`src/rtl/redux_pkg.sv`:
```
// Shared REDUX-V definitions: opcodes, control-word indices, instruction field layout and
// the fetch state encoding.
package redux_pkg;

  localparam logic [3:0] BRZR = 4'h0;
  localparam logic [3:0] JI   = 4'h1;
  localparam logic [3:0] LD   = 4'h2;
  localparam logic [3:0] ST   = 4'h3;
  localparam logic [3:0] ADDI = 4'h4;
  localparam logic [3:0] PUSH = 4'h5;
  localparam logic [3:0] POP  = 4'h6;
  localparam logic [3:0] MOV  = 4'h7;
  localparam logic [3:0] NOT  = 4'h8;
  localparam logic [3:0] AND  = 4'h9;
  localparam logic [3:0] OR   = 4'hA;
  localparam logic [3:0] XOR  = 4'hB;
  localparam logic [3:0] ADD  = 4'hC;
  localparam logic [3:0] SUB  = 4'hD;
  localparam logic [3:0] SLR  = 4'hE;
  localparam logic [3:0] SRR  = 4'hF;

  localparam int unsigned BR     = 0;
  localparam int unsigned J      = 1;
  localparam int unsigned RA     = 2;
  localparam int unsigned RE     = 3;
  localparam int unsigned DM     = 4;
  localparam int unsigned WE     = 5;
  localparam int unsigned SE     = 6;
  localparam int unsigned CTRL_W = 7;

  localparam int unsigned ALU_OP_W = 3;

  localparam int unsigned OP_W   = 4;
  localparam int unsigned REG_W  = 2;
  localparam int unsigned OP_LSB = 4;
  localparam int unsigned RA_LSB = 2;
  localparam int unsigned RB_LSB = 0;

  typedef enum logic {
    FETCH = 1'b0,
    ISSUE = 1'b1
  } fetch_state_e;

endpackage

```
`src/rtl/fetch_pc.sv`:
```
// Program counter with next-PC mux; advances (or redirects) only when load_i is asserted.
module fetch_pc
  import redux_pkg::*;
#(
  parameter int unsigned     PC_W     = 8,
  parameter logic [PC_W-1:0] RESET_PC = '0
) (
  input  logic            clk_i,
  input  logic            rst_ni,
  input  logic            load_i,
  input  logic            redirect_i,
  input  logic [PC_W-1:0] target_i,
  output logic [PC_W-1:0] pc_o
);

  logic [PC_W-1:0] pc_q, pc_d;

  // Increment wraps modulo 2^PC_W by construction.
  always_comb begin
    pc_d = pc_q;
    if (load_i) begin
      pc_d = redirect_i ? target_i : pc_q + PC_W'(1);
    end
  end

  always_ff @(posedge clk_i or negedge rst_ni) begin
    if (!rst_ni) begin
      pc_q <= RESET_PC;
    end else begin
      pc_q <= pc_d;
    end
  end

  assign pc_o = pc_q;

endmodule

```
`src/rtl/fetch_unit.sv`:
```
// REDUX-V fetch stage: two-state fetch/issue FSM feeding decode.
// Optional perf counters are compiled in with FETCH_PERF_CNT_EN.
module fetch_unit
  import redux_pkg::*;
#(
  parameter int unsigned     PC_W     = 8,
  parameter int unsigned     INSTR_W  = 8,
  parameter int unsigned     OP       = 4,
  parameter logic [PC_W-1:0] RESET_PC = '0
) (
  input  logic               clk,
  input  logic               rst_n,
  output logic               imem_req,
  output logic [PC_W-1:0]    imem_addr,
  input  logic [INSTR_W-1:0] imem_rdata,
  input  logic               imem_ready,
  input  logic               stall,
  input  logic               br_taken,
  input  logic               j_taken,
  input  logic [PC_W-1:0]    target,
  output logic               instr_valid,
  output logic [INSTR_W-1:0] instr,
  output logic [OP-1:0]      op,
  output logic [REG_W-1:0]   ra,
  output logic [REG_W-1:0]   rb,
`ifdef FETCH_PERF_CNT_EN
  output logic [15:0]        perf_fetched,
  output logic [15:0]        perf_stall,
`endif
  output logic [PC_W-1:0]    pc_out
);

  fetch_state_e        state_q, state_d;
  logic [PC_W-1:0]     pc;
  logic                pc_load;
  logic                fetch_done;
  logic [INSTR_W-1:0]  instr_q;
  logic [PC_W-1:0]     pc_out_q;

  fetch_pc #(
    .PC_W     (PC_W),
    .RESET_PC (RESET_PC)
  ) u_fetch_pc (
    .clk_i      (clk),
    .rst_ni     (rst_n),
    .load_i     (pc_load),
    .redirect_i (br_taken | j_taken),
    .target_i   (target),
    .pc_o       (pc)
  );

  always_ff @(posedge clk or negedge rst_n) begin
    if (!rst_n) begin
      state_q <= FETCH;
    end else begin
      state_q <= state_d;
    end
  end

  always_comb begin
    state_d = state_q;
    unique case (state_q)
      FETCH:   if (imem_ready) state_d = ISSUE;
      ISSUE:   if (!stall)     state_d = FETCH;
      default: state_d = FETCH;
    endcase
  end

  // Gating with rst_n drops the request and valid without waiting for a clock edge.
  always_comb begin
    imem_req    = rst_n && (state_q == FETCH);
    instr_valid = rst_n && (state_q == ISSUE);
    fetch_done  = (state_q == FETCH) && imem_ready;
    pc_load     = (state_q == ISSUE) && !stall;
  end

  always_ff @(posedge clk or negedge rst_n) begin
    if (!rst_n) begin
      instr_q  <= '0;
      pc_out_q <= RESET_PC;
    end else if (fetch_done) begin
      instr_q  <= imem_rdata;
      pc_out_q <= pc;
    end
  end

  assign imem_addr = pc;
  assign instr     = instr_q;
  assign pc_out    = pc_out_q;
  assign op        = instr_q[OP_LSB +: OP];
  assign ra        = instr_q[RA_LSB +: REG_W];
  assign rb        = instr_q[RB_LSB +: REG_W];

`ifdef FETCH_PERF_CNT_EN
  logic [15:0] perf_fetched_q, perf_fetched_d;
  logic [15:0] perf_stall_q, perf_stall_d;

  always_comb begin
    perf_fetched_d = perf_fetched_q;
    perf_stall_d   = perf_stall_q;
    if (fetch_done && (perf_fetched_q != 16'hFFFF)) perf_fetched_d = perf_fetched_q + 16'd1;
    if ((state_q == ISSUE) && stall && (perf_stall_q != 16'hFFFF)) begin
      perf_stall_d = perf_stall_q + 16'd1;
    end
  end

  always_ff @(posedge clk or negedge rst_n) begin
    if (!rst_n) begin
      perf_fetched_q <= '0;
      perf_stall_q   <= '0;
    end else begin
      perf_fetched_q <= perf_fetched_d;
      perf_stall_q   <= perf_stall_d;
    end
  end

  assign perf_fetched = perf_fetched_q;
  assign perf_stall   = perf_stall_q;
`endif

endmodule

```
`config.mk`:
```
export PLATFORM = sky130hd
export DESIGN_NAME = fetch_unit
export DESIGN_NICKNAME = d
export VERILOG_FILES = /design/src/rtl/redux_pkg.sv /design/src/rtl/fetch_pc.sv /design/src/rtl/fetch_unit.sv
export SDC_FILE = /design/constraint.sdc
export NUM_CORES = 1
export LEC_CHECK = 0
export CELL_PAD_IN_SITES_DETAIL_PLACEMENT = 0
export CELL_PAD_IN_SITES_GLOBAL_PLACEMENT = 1
export CORE_AREA = 2 2 70 72
export CTS_CLUSTER_DIAMETER = 60
export DETAILED_ROUTE_END_ITERATION = 8
export DIE_AREA = 0 0 72 74
export GPL_TIMING_DRIVEN = 1
export HOLD_SLACK_MARGIN = 0.03
export PLACE_DENSITY = 0.77
export SYNTH_ARGS = -nofsm -noshare
export SYNTH_HDL_FRONTEND = slang
export SYNTH_SLANG_ARGS = --single-unit
```
`constraint.sdc`:
```
create_clock -name clk -period 1.35 [get_ports clk]
set_input_delay 0.405 -clock clk [delete_from_list [all_inputs] [get_ports clk]]
set_output_delay 0.405 -clock clk [all_outputs]
set_load 0.02 [all_outputs]
```
Word-level counts from Yosys, hierarchy flattened. Cells that the tools add are included.

Memory bits (read-only): 0. Memory bits (writable): 0. Latch bits: 0. Memories kept: 0. Word-level logic and storage cells: 16. Bits in registers: 25. Input bits: 22.

Add/sub/neg operators: 1. Reduce and logical (&&, ||, !) cells: 5. Shift-type cells: 0. Order comparisons: 0. Mux-type cells: 4. Bitwise logic cells: 2. $mul: 0. Equal/unequal tests: 0. Div/mod/pow operators: 0.

Operators with widths (number): adder 8 x 1 -> 8 bit (second input constant) (1); two-way mux 8 bit (1); logical AND 1 bit (4); two-way mux 1 bit (2); one-hot mux 1 bit (2 select lines) (1); zero test 1 bit (1); inverter 1 bit (1); OR 1 bit (1).

Depth between registers and ports, before layout.
Depth after elaboration: 2. Mapped depth: 5.

Hierarchy. Synthesis repeated with hierarchy kept, for this count alone.

Cells, all modules: 106. Area total of the unflattened synthesis: 1295.0 µm².

Modules (own cells, without submodules): fetch_unit (area each 770.7 µm², cells an instance 49, times used 1); fetch_pc (area each 524.3 µm², cells an instance 57, times used 1).

Worst setup path after synthesis. OpenSTA, ideal clock, no wires.

Path kind: flip-flop to flip-flop. Start: register u_fetch_pc.pc_q[0] (netlist: u_fetch_pc.pc_o[0]). End: register u_fetch_pc.pc_q[2] (netlist: u_fetch_pc.pc_o[2]). Library setup time: 132 ps. Data required time: 1218 ps. Slack: -69 ps. Period minus slack after synthesis: 1419 ps. Data arrival time: 1287 ps. Buffers on the path: 0. Stages on the path, launching flop included: 5. Path through: dfrtp_1 > ha_1 > or3_1 > a21oi_1 > a21oi_1.

Longest elaborated chain between the ends: 2.

RTL lines: from (decl) (RTL line fetch_pc.sv:16) `logic [PC_W-1:0] pc_q, pc_d;`; from (signal assigned) (RTL line fetch_pc.sv:30) `pc_q <= pc_d;`; adder 8 x 1 -> 8 bit (RTL line fetch_pc.sv:22) `pc_d = redirect_i ? target_i : pc_q + PC_W'(1);`; two-way mux 8 bit (RTL line fetch_pc.sv:22).

Every way passes these cells. A chain may end at the register's enable or synchronous reset.

Worst setup path in the final report.
Start: register state_q. End: output port instr_valid.

Longest elaborated chain between the ends: 1.

RTL lines: from (decl) (RTL line fetch_unit.sv:33) `fetch_state_e state_q, state_d;`; from (signal assigned) (RTL line fetch_unit.sv:56) `state_q <= state_d;`; logical AND 1 bit (RTL line fetch_unit.sv:72) `instr_valid = rst_n && (state_q == ISSUE);`; to (decl) (RTL line fetch_unit.sv:21) `output logic instr_valid,`.

Every way passes these cells.

==> impl_metrics.ini <==
[setup_path]
reg2reg_depth = 4
cp-end-kind = output pin
startpoint = state_q
slowest_stage = dfrtp_1
r2r-end = u_fetch_pc.pc_o[2]
ff2ff_setup_slack_ns = 0.05
worstPathMaxFanout = 3
crit_arrival_ns = 0.95
cp_num_buf_inv = 1
max_stage_delay_ns = 0.41
critPathLaunchType = flop
path_cells = and2_1 > buf_6
regToRegStartpoint = u_fetch_pc.pc_o[0]
required_ns = 0.95
crit_type = reg -> out
crit_end = instr_valid
crit_cells = 2
cp_top_family = flip-flops

[synth]
synth_common_cells = 25 x dfrtp_1, 16 x mux2_2, 9 x a21oi_1, 8 x buf_4, 8 x nand2_1
synth_top_family_by_area = multiplexers
yosys.cell_types.count = 25
synth_top_cell_by_area = dfrtp_1
synth_adder_area_share_pct = 1.05
ys_warn_count = 0
syn_inst = 103
synth_top_area_share_pct = 52.6
netlist_top_cells_area = dfrtp_1 53%, mux2_2 15%, buf_4 5.0%, a21oi_1 3.8%, nand2_1 2.5%
synth-compound-area-share_pct = 10.5
syn-num-nets = 126
synth_edf_count = 0
synthFlopType = dfrtp_1
synth_mux_area_share_pct = 16.0
synthSimpleGateAreaFrac_pct = 11.8
ys_ff_latch = 25
yosysMostFrequentCell = dfrtp_1
synth-xor-area-share_pct = 0
ys_async_sr_fraction_pct = 100
synth-seq-area-share_pct = 52.6
avgSynthCellArea_um2 = 11.6
netlist_area_um2 = 1190

[route]
ant_nets = 0
num_vias = 1007
drc = 0
avgRoutedWirePerCell_um = 13.8
drt-initial-drc-count = 76
totalWireLength_mm = 3.14
dr.pass1.iters = 4
vias_per_cell = 4.44

[clocking]
clock-sinks = 25
cts_made_buffers = 3
insertion_delay_ns = 0.27
ctsHoldBuffers = 0
path_clk_slew_ns = 0.09
htreeDepth = 1
cts_root_buf = clkbuf_8
clockBufferDepth = 2
cts_tree = yes

[final_layout]
drive_gt1_share_pct = 51.4
final_nets = 197
seqCellArea_um2 = 628
area_growth_pct = 54.8
utilization_pct = 40.1
n_antenna_cell = 0
nFillCells = 452
instances_no_fill = 227
multiInputGateArea_um2 = 505

[sta]
drv_slew = 0
fmax_ghz = 0.739
fin_skew_ns = 0.00362
relSlewSlack_pct = 82.6
hold_viol_final = 0
rsz0062_at_grt = yes
worst_pin_slew_ns = 0.261
timing.final.ws_setup_ns = -0.00341
timing.final.crit_share_pct = 100
layout_min_cycle_time_ns = 1.35
setup_viol = 2

[status]
violations = setup timing
status = complete, but fails checks

[pwr]
combinationalPowerShare_pct = 47.6
switching_share_pct = 38.2
pwr-share-clk_pct = 14.9
p_leak_nw = 0.833
intPower_mw = 1.85
p_per_area_nw_per_um2 = 1630
finalPower_mw = 3.00
sequentialPowerShare_pct = 37.6
switchingPower_mw = 1.15
ir_drop_v = 0.000490

[job]
maxCapViolCount = 0

[floorplanning]
die_h_um = 74
row_count = 25
die_x_um = 72
die_area_um2 = 5330
fp.coreArea_um2 = 4600
io_pins = 56
floorplan.initialDensity_pct = 25.9

[global_route]
grt_pass1_vias = 1074
antenna_found_initial = 0
grt_pass1_wl_mm = 5.01
grt.total_usage_pct = 12.1
grt_max_degree = 20
grt.overflow.total = 0

[placement]
port_buffers = 55
place_congestion = 0.745
dp_cells = 221
hpwl_mm = 2.43

[worst_hold_path]
hold_class = in -> async
==> stage by stage <==
step / setup WS [ns] / instance area [µm²] / TNS (ns) / hold WS [ns]
after floorplan: 0.00775 / 1190 / 0 / 0.109
after global placement: -0.787 / 1880 / -7.51 / 0.492
after detailed placement: -0.809 / 1880 / -7.90 / 0.493
after CTS: -0.0324 / 1960 / -0.0538 / 0.174
after global routing: -0.0597 / 1840 / -0.114 / 0.165
final: -0.00341 / 1840 / -0.00490 / 0.168
==> flip-flops by register name, indices dropped and copies added, names as in the netlist <==
name	flops
u_fetch_pc.pc_o	8
pc_out	8
instr	8
state_q	1
==> worst min-delay path by stage <==
stage                     depth (start not counted)      start         to
after floorplan                                   0      rst_n   instr[0]
after global placement                            1  pc_out[3]  pc_out[3]
after detailed placement                          1  pc_out[4]  pc_out[4]
after CTS                                         2      rst_n   instr[4]
after global routing                              2      rst_n   instr[4]
final                                             2      rst_n   instr[4]
==> power by group through the flow <==
stage / combinational [mW] / clock [mW] / sequential, mW
finish: 1.43 / 0.445 / 1.13
global route: 1.54 / 0.501 / 1.16
CTS: 1.56 / 0.468 / 1.14
detailed placement: 1.66 / 0 / 1.15
global placement: 1.62 / 0 / 1.14
floorplan: 0.504 / 0 / 1.45
==> cells by family after synthesis <==
| logic type | Yosys count |
|---|---|
| adders and majority gates | 1 |
| buffers and inverters | 13 |
| and+or+nand+nor | 27 |
| AOI/OAI and AO/OA | 20 |
| DFF | 25 |
| muxes | 17 |
==> layer usage <==
metal,track usage [%],up-vias,part of all wire (%)
li1,-,507,-
met1,14.8,456,44
met2,21.2,40,48
met3,2.85,4,7.3
met4,3.56,0,0.64
met5,0,-,0
==> worst register-to-register path, cell delays in order (launching register included) <==
cell     delay (ns)
dfrtp_2        0.44
ha_2           0.19
or3_1          0.36
a21oi_1        0.15
a21oi_1        0.05
==> cells in the final DEF, fill, tap and decap left out, types with 2 or more instances in the layout <==
master            n
a21oi_1           8
a2bb2oi_1         3
buf_2            25
buf_4            23
buf_6             2
clkbuf_2          3
clkbuf_8          3
clkdlybuf4s15_2   5
clkdlybuf4s50_1  17
dfrtp_1          23
dfrtp_2           2
dlygate4sd2_1     2
mux2_2           16
nand2_1           8
nand2b_4          2
nand3_1           3
nand4_1           2
nor2_1            4
nor2b_1           2
o21ai_0           2
o22ai_1           4
==> what timing repair did <==
item | 4_1_cts | 5_1_grt
setup endpoints to repair | 41 | 44
gates cloned | 0 | 1
pin swaps | 1 | 0
buffers inserted | 0 | 1
resized for setup | 113 | 32
==> final cells by class <==
class | instances | area share [%]
multi-input cells | 66 | 27.4
clock inverters | 1 | 0.408
flip-flops and latches | 25 | 34.1
repair buffers | 78 | 32.1
well taps | 54 | 3.67
clock buffers | 3 | 2.24
Note: power is estimated with default switching activity, not from simulation.
==> edit 1, RTL diff (same flow settings) <==
Change the package constant `REG_W` from 2 to 3.
--- a/src/rtl/redux_pkg.sv
+++ b/src/rtl/redux_pkg.sv
@@ -31,7 +31,7 @@
   localparam int unsigned ALU_OP_W = 3;
 
   localparam int unsigned OP_W   = 4;
-  localparam int unsigned REG_W  = 2;
+  localparam int unsigned REG_W  = 3;
   localparam int unsigned OP_LSB = 4;
   localparam int unsigned RA_LSB = 2;
   localparam int unsigned RB_LSB = 0;
Interface: changed (resized ra and rb); port bits go from 56 to 58. No check against the original RTL was run, so the function may have changed too.
==> edit 1 against the unedited design <==
  * Die area stayed put
  * Global-route usage is 0.50 points lower
  * Wire length is 0.86% lower
  * Area after synthesis is 1.3% higher
  * Worst hold slack better by 62 ps
  * Final area is 1.6% higher
  * Clock skew is 0.50 ps higher
  * Sequential cell count stayed put
  * Setup slack better by 14 ps
  * Critical path depth stayed put
  * Utilization is 0.63 points higher
  * Sequential share of layout area is 0.52 points lower
  * Power is 2.1% higher
  * Critical path type unchanged
  * Largest cell class is now non-clock buffers
==> edit 1: results (changes against the unedited design) <==
[setup_path]
r2r_end=instr[0]  ; was u_fetch_pc.pc_o[2]
reg2reg_slack_ps=40
reg2reg_from=state_q  ; was u_fetch_pc.pc_o[0]
worstPathArrival_ps=930  ; was 950 ps
critPathMaxFanout=3  ; unchanged

[cells_and_area]
drive_gt1_share_pct=50.00  ; was 51.45%
fin_nets=198  ; was 197
fillCellCount=465  ; was 452

[routing]
via_per_inst=4.667  ; was 4.436
drt_iter0_drc=23  ; was 76
dr.pass1.iters=7  ; was 4
finalWirelength_microns=3113  ; was 3140 microns

[synthesis]
syn-num-nets=128  ; was 126
ys_async_sr_fraction_pct=100.0  ; unchanged
synth_edf_count=0  ; unchanged
synth_commonest_cells=25 x dfrtp_1, 16 x mux2_2, 10 x buf_4  ; was 25 x dfrtp_1, 16 x mux2_2, 9 x a21oi_1
yosys-top-cells-area=dfrtp_1 52%, mux2_2 15%, buf_4 6.2%, a21oi_1 3.7%, nand2_1 2.5%  ; was dfrtp_1 53%, mux2_2 15%, buf_4 5.0%, a21oi_1 3.8%, nand2_1 2.5%
ys_seq_area_share_pct=51.92  ; was 52.58%
synth_cell_types=25  ; unchanged

[hold_path]
worstHoldPathType=input port to asynchronous set/reset pin  ; unchanged

[placed_design]
numPortBuffers=57  ; was 55
placed_cell_area_sq_mm=0.001902  ; was 0.001882 sq mm
dp_hpwl_microns=2437  ; was 2433 microns
gp_congestion=0.7628  ; was 0.7450

[global_routing]
globalRouteTotalUtil_pct=11.55  ; was 12.05%
grt_max_degree=15  ; was 20
grt_pass1_vias=1056  ; was 1074
grt_pass1_wl_microns=4892  ; was 5009 microns
grtUsageMet2_pct=21.19  ; unchanged
grt_use_met3_pct=1.626  ; was 2.846%
use_met1_pct=13.51  ; was 14.83%

[status]
status=completed  ; was finished, violations left

[clocking]
cts-buffers-inserted=3  ; unchanged
clock_path_buffers=2  ; unchanged
clk_latency_ps=270  ; about the same

[timing]
worst_slew_pin_slew_ps=217.2  ; was 261.4 ps
skew_ps=4.122  ; was 3.621 ps

[power_and_ir_drop]
peakVddDrop_v=0.0004393  ; was 0.0004904 V
power_leakage_uw=0.0008583  ; was 0.0008327 uW

[edit 1: cell count changes after synthesis, sizes merged]
| cell | change |
|---|---|
| buf | +2 |
[edit 1: stage by stage]
step / std cells / worst slack (ps) / TNS, ps / utilization (%) / hold WS, ps
2_1_floorplan: 105 / 7.748 / 0 / - / 109.4
3_3_place_gp: 223 / -715.8 / -7097 / 41.36 / 492.9
3_5_place_dp: 223 / -712.7 / -7744 / 41.36 / 498.1
4_1_cts: 228 / -0.3908 / -0.3908 / 42.69 / 228.5
5_1_grt: 228 / -21.94 / -40.55 / 40.68 / 246.5
6_report: 228 / 10.15 / 0 / 40.68 / 230.7
[edit 1: critical path, cell delays in order (launching register included)]
cell and delay (ps):
dfrtp_1 410, and2_4 140, buf_6 120
[edit 1: cells by family after synthesis]
kind of cell,count (synthesis),synth area share [%]
adder cells (fa/ha/maj),1,1.038
AND/OR/NAND/NOR,27,11.63
flip-flops,25,51.92
multiplexers,17,15.78
buffers and inverters,15,9.241
AO/OA/AOI/OAI,20,10.38
[edit 1: metal layers]
metal,vias up,share of wire [%]
met5,-,0
met4,0,1.0
met3,2,6.0
met2,43,52
met1,518,41
li1,501,-
[edit 1: layout make-up]
cell class	instances	area (sq um)	share of cell area, %
timing repair buffer	80	643.1	34.38
sequential	25	628.1	33.58
multi-input combinational	65	485.5	25.95
tap	54	67.56	3.612
clock buffer	3	41.29	2.207
clock inverter	1	5.005	0.2676
[edit 1: how the worst max path moves through the flow]
stage / startpoint / to / slack (ps) / depth (start not counted)
floorplan: u_fetch_pc.pc_o[0] / u_fetch_pc.pc_o[2] / 8 / 4
global placement: rst_n / imem_req / -720 / 3
detailed placement: rst_n / imem_req / -710 / 3
CTS: state_q / instr_valid / -0.4 / 2
global route: state_q / instr_valid / -20 / 2
finish: state_q / instr_valid / 10 / 2
[edit 1: timing repair]
action	CTS	global route
setup buffers	1	0
hold endpoints to repair	0	0
pin swaps	1	4
endpoints found under the setup margin	42	37
gates resized for setup	125	24
[edit 1: power breakdown]
group / leakage (uW) / internal (uW) / switching (uW)
registers: 0.000284 / 984 / 142
clock network: 0.0000255 / 206 / 236
logic: 0.000548 / 706 / 786
total: 0.000858 / 1900 / 1160
==> edit 2, RTL diff (same settings) <==
Without the edit above. Register the input `target` before use, without a reset. The logic sees it one clock later. The other inputs are not delayed to match.
--- a/src/rtl/fetch_unit.sv
+++ b/src/rtl/fetch_unit.sv
@@ -30,6 +30,12 @@
   output logic [PC_W-1:0]    pc_out
 );
 
+  logic [PC_W-1:0] target_q;
+
+  always_ff @(posedge clk) begin
+    target_q <= target;
+  end
+
   fetch_state_e        state_q, state_d;
   logic [PC_W-1:0]     pc;
   logic                pc_load;
@@ -45,7 +51,7 @@
     .rst_ni     (rst_n),
     .load_i     (pc_load),
     .redirect_i (br_taken | j_taken),
-    .target_i   (target),
+    .target_i   (target_q),
     .pc_o       (pc)
   );
 
Formal check against the unedited RTL: not equivalent (a bounded check fails within 4 cycles, from zero or initial values and one cycle with rst_n low).
==> edit 2 against the unedited design <==
  * The flow still finishes with violations (setup timing)
  * Worst hold slack worse by 28 ps
  * Final area increased by 11%
  * Wire length up 2.0%
  * Power rose by 25%
  * Setup slack improved by 2.9 ps
  * Sequential cell count grew 8
  * Sequential share of layout area rose by 4.5 points
  * Area after synthesis increased by 13%
  * Critical endpoint is now imem_req
  * Largest power group unchanged
==> edit 2: results (changes against the unedited design) <==
[timing]
setup_viol=1  ; was 2
fin_ws_ps=-0.4674  ; was -3.413 ps
skew_ps=8.095  ; was 3.621 ps
max-slew-margin-rel_pct=79.66  ; was 82.58%

[clocking]
cts-buffers-inserted=5  ; was 3
clock_path_buffers=2  ; unchanged
cts_setup_buffers=0  ; unchanged
cts.clk_slew.worst_paths_ps=70  ; was 90 ps
clk_latency_ps=280
htreeDepth=2  ; was 1
clock-root-buffer=clkbuf_8  ; unchanged

[global_routing]
grt_pass1_wl_microns=5195  ; was 5009 microns
grt_max_degree=24  ; was 20
globalRouteTotalUtil_pct=13.12  ; was 12.05%
antenna_found_initial=0  ; unchanged

[synthesis]
ys_seq_area_share_pct=58.20  ; was 52.58%
ys_async_sr_fraction_pct=75.76  ; was 100.0%
yosys-top-cells-area=dfrtp_1 46%, mux2_2 13%, dfxtp_1 12%, buf_4 4.4%, a21oi_1 3.3%  ; was dfrtp_1 53%, mux2_2 15%, buf_4 5.0%, a21oi_1 3.8%, nand2_1 2.5%
synth_commonest_cells=25 x dfrtp_1, 16 x mux2_2, 9 x a21oi_1  ; unchanged
yosys_warnings=0  ; unchanged
synth_cell_types=26  ; was 25
syn-num-nets=134  ; was 126

[placed_design]
numPortBuffers=55  ; unchanged
gp_congestion=0.7354  ; was 0.7450
dp_hpwl_microns=2431  ; was 2433 microns
placed_cell_area_sq_mm=0.002024  ; was 0.001882 sq mm

[setup_path]
worstPathArrival_ps=950  ; about the same
critPathMaxFanout=3  ; unchanged
rr_worst_depth=4  ; unchanged
reg2reg_slack_ps=40

[power_and_ir_drop]
peakVddDrop_v=0.0007287  ; was 0.0004904 V
switching_share_pct=33.66  ; was 38.20%
power_leakage_uw=0.0009265  ; was 0.0008327 uW

[routing]
dr.pass1.iters=4  ; unchanged
routedWlPerCell_microns=13.75  ; was 13.83 microns
via_count=1081  ; was 1007
drt_iter0_drc=32  ; was 76

[status]
violations=setup timing  ; unchanged
status=finished, violations left  ; unchanged

[cells_and_area]
num_antenna_cells=0  ; unchanged
drive_gt1_share_pct=47.49  ; was 51.45%
fillCellCount=459  ; was 452
fin_nets=201  ; was 197

[hold_path]
worstHoldPathType=input port to asynchronous set/reset pin  ; unchanged

-- edit 2: cell count changes after synthesis --
cell     delta
dfxtp_1     +8
-- edit 2: worst paths after layout --
kind,from,end
worst max-delay path,state_q,imem_req
worst min-delay path,rst_n,instr[3]
worst max register to register,u_fetch_pc.pc_o[0],u_fetch_pc.pc_o[2]
worst min register to register,target_q[0],u_fetch_pc.pc_o[0]
max in group asynchronous,rst_n,u_fetch_pc.pc_o[0]
min in group clk,stall,state_q
-- edit 2: stage by stage --
stage / setup WS [ps] / utilization, % / hold WS (ps) / setup TNS, ps / std cells
after detailed placement: -770.5 / 44.03 / 468.5 / -7441 / 225
after CTS: -39.75 / 46.59 / 131.1 / -93.80 / 233
final: -0.4674 / 44.44 / 140.1 / -0.4674 / 233
after global placement: -735.3 / 44.03 / 450.4 / -7090 / 225
after floorplan: 7.748 / - / 109.4 / 0 / 111
after global routing: -73.46 / 44.44 / 141.9 / -102.2 / 233
-- edit 2: layout make-up --
class | instances | area share, %
clock buffer | 7 | 4.225
clock inverter | 1 | 1.470
sequential | 33 | 38.58
tap | 54 | 3.307
multi-input combinational | 65 | 24.62
timing repair buffer | 73 | 27.80
-- edit 2: worst max-delay path: stages, from the launching register on --
cell	delay, ps
dfrtp_1	390
nor2b_1	120
buf_4	150
-- edit 2: cell families (layout without fill, tap and decap cells) --
logic type | Yosys count | in the layout | synth area share [%]
and+or+nand+nor | 27 | 27 | 10.38
adders and majority gates | 1 | 1 | 0.9266
buffers and inverters | 13 | 81 | 7.136
DFF | 33 | 33 | 58.20
muxes | 17 | 17 | 14.09
AOI/OAI and AO/OA | 20 | 20 | 9.268
-- edit 2: layer usage --
layer / vias to the layer above / part of all wire (%) / global-route usage (%)
met5: - / 0 / 0
met4: 0 / 1.7 / 5.870
met3: 7 / 8.0 / 4.743
met2: 46 / 50 / 22.33
met1: 510 / 40 / 14.93
li1: 518 / - / -
-- edit 2: repair_timing --
action | in CTS | in global routing
endpoints found under the setup margin | 39 | 48
gates resized for setup | 116 | 31
pin swaps | 0 | 3
-- edit 2: power groups by stage --
stage	combinational (uW)	clock, uW	sequential [uW]
4_1_cts	1530	970	1390
3_5_place_dp	1650	0	1400
2_1_floorplan	504	0	1710
5_1_grt	1510	1020	1420
6_report	1410	943	1380
3_3_place_gp	1610	0	1390
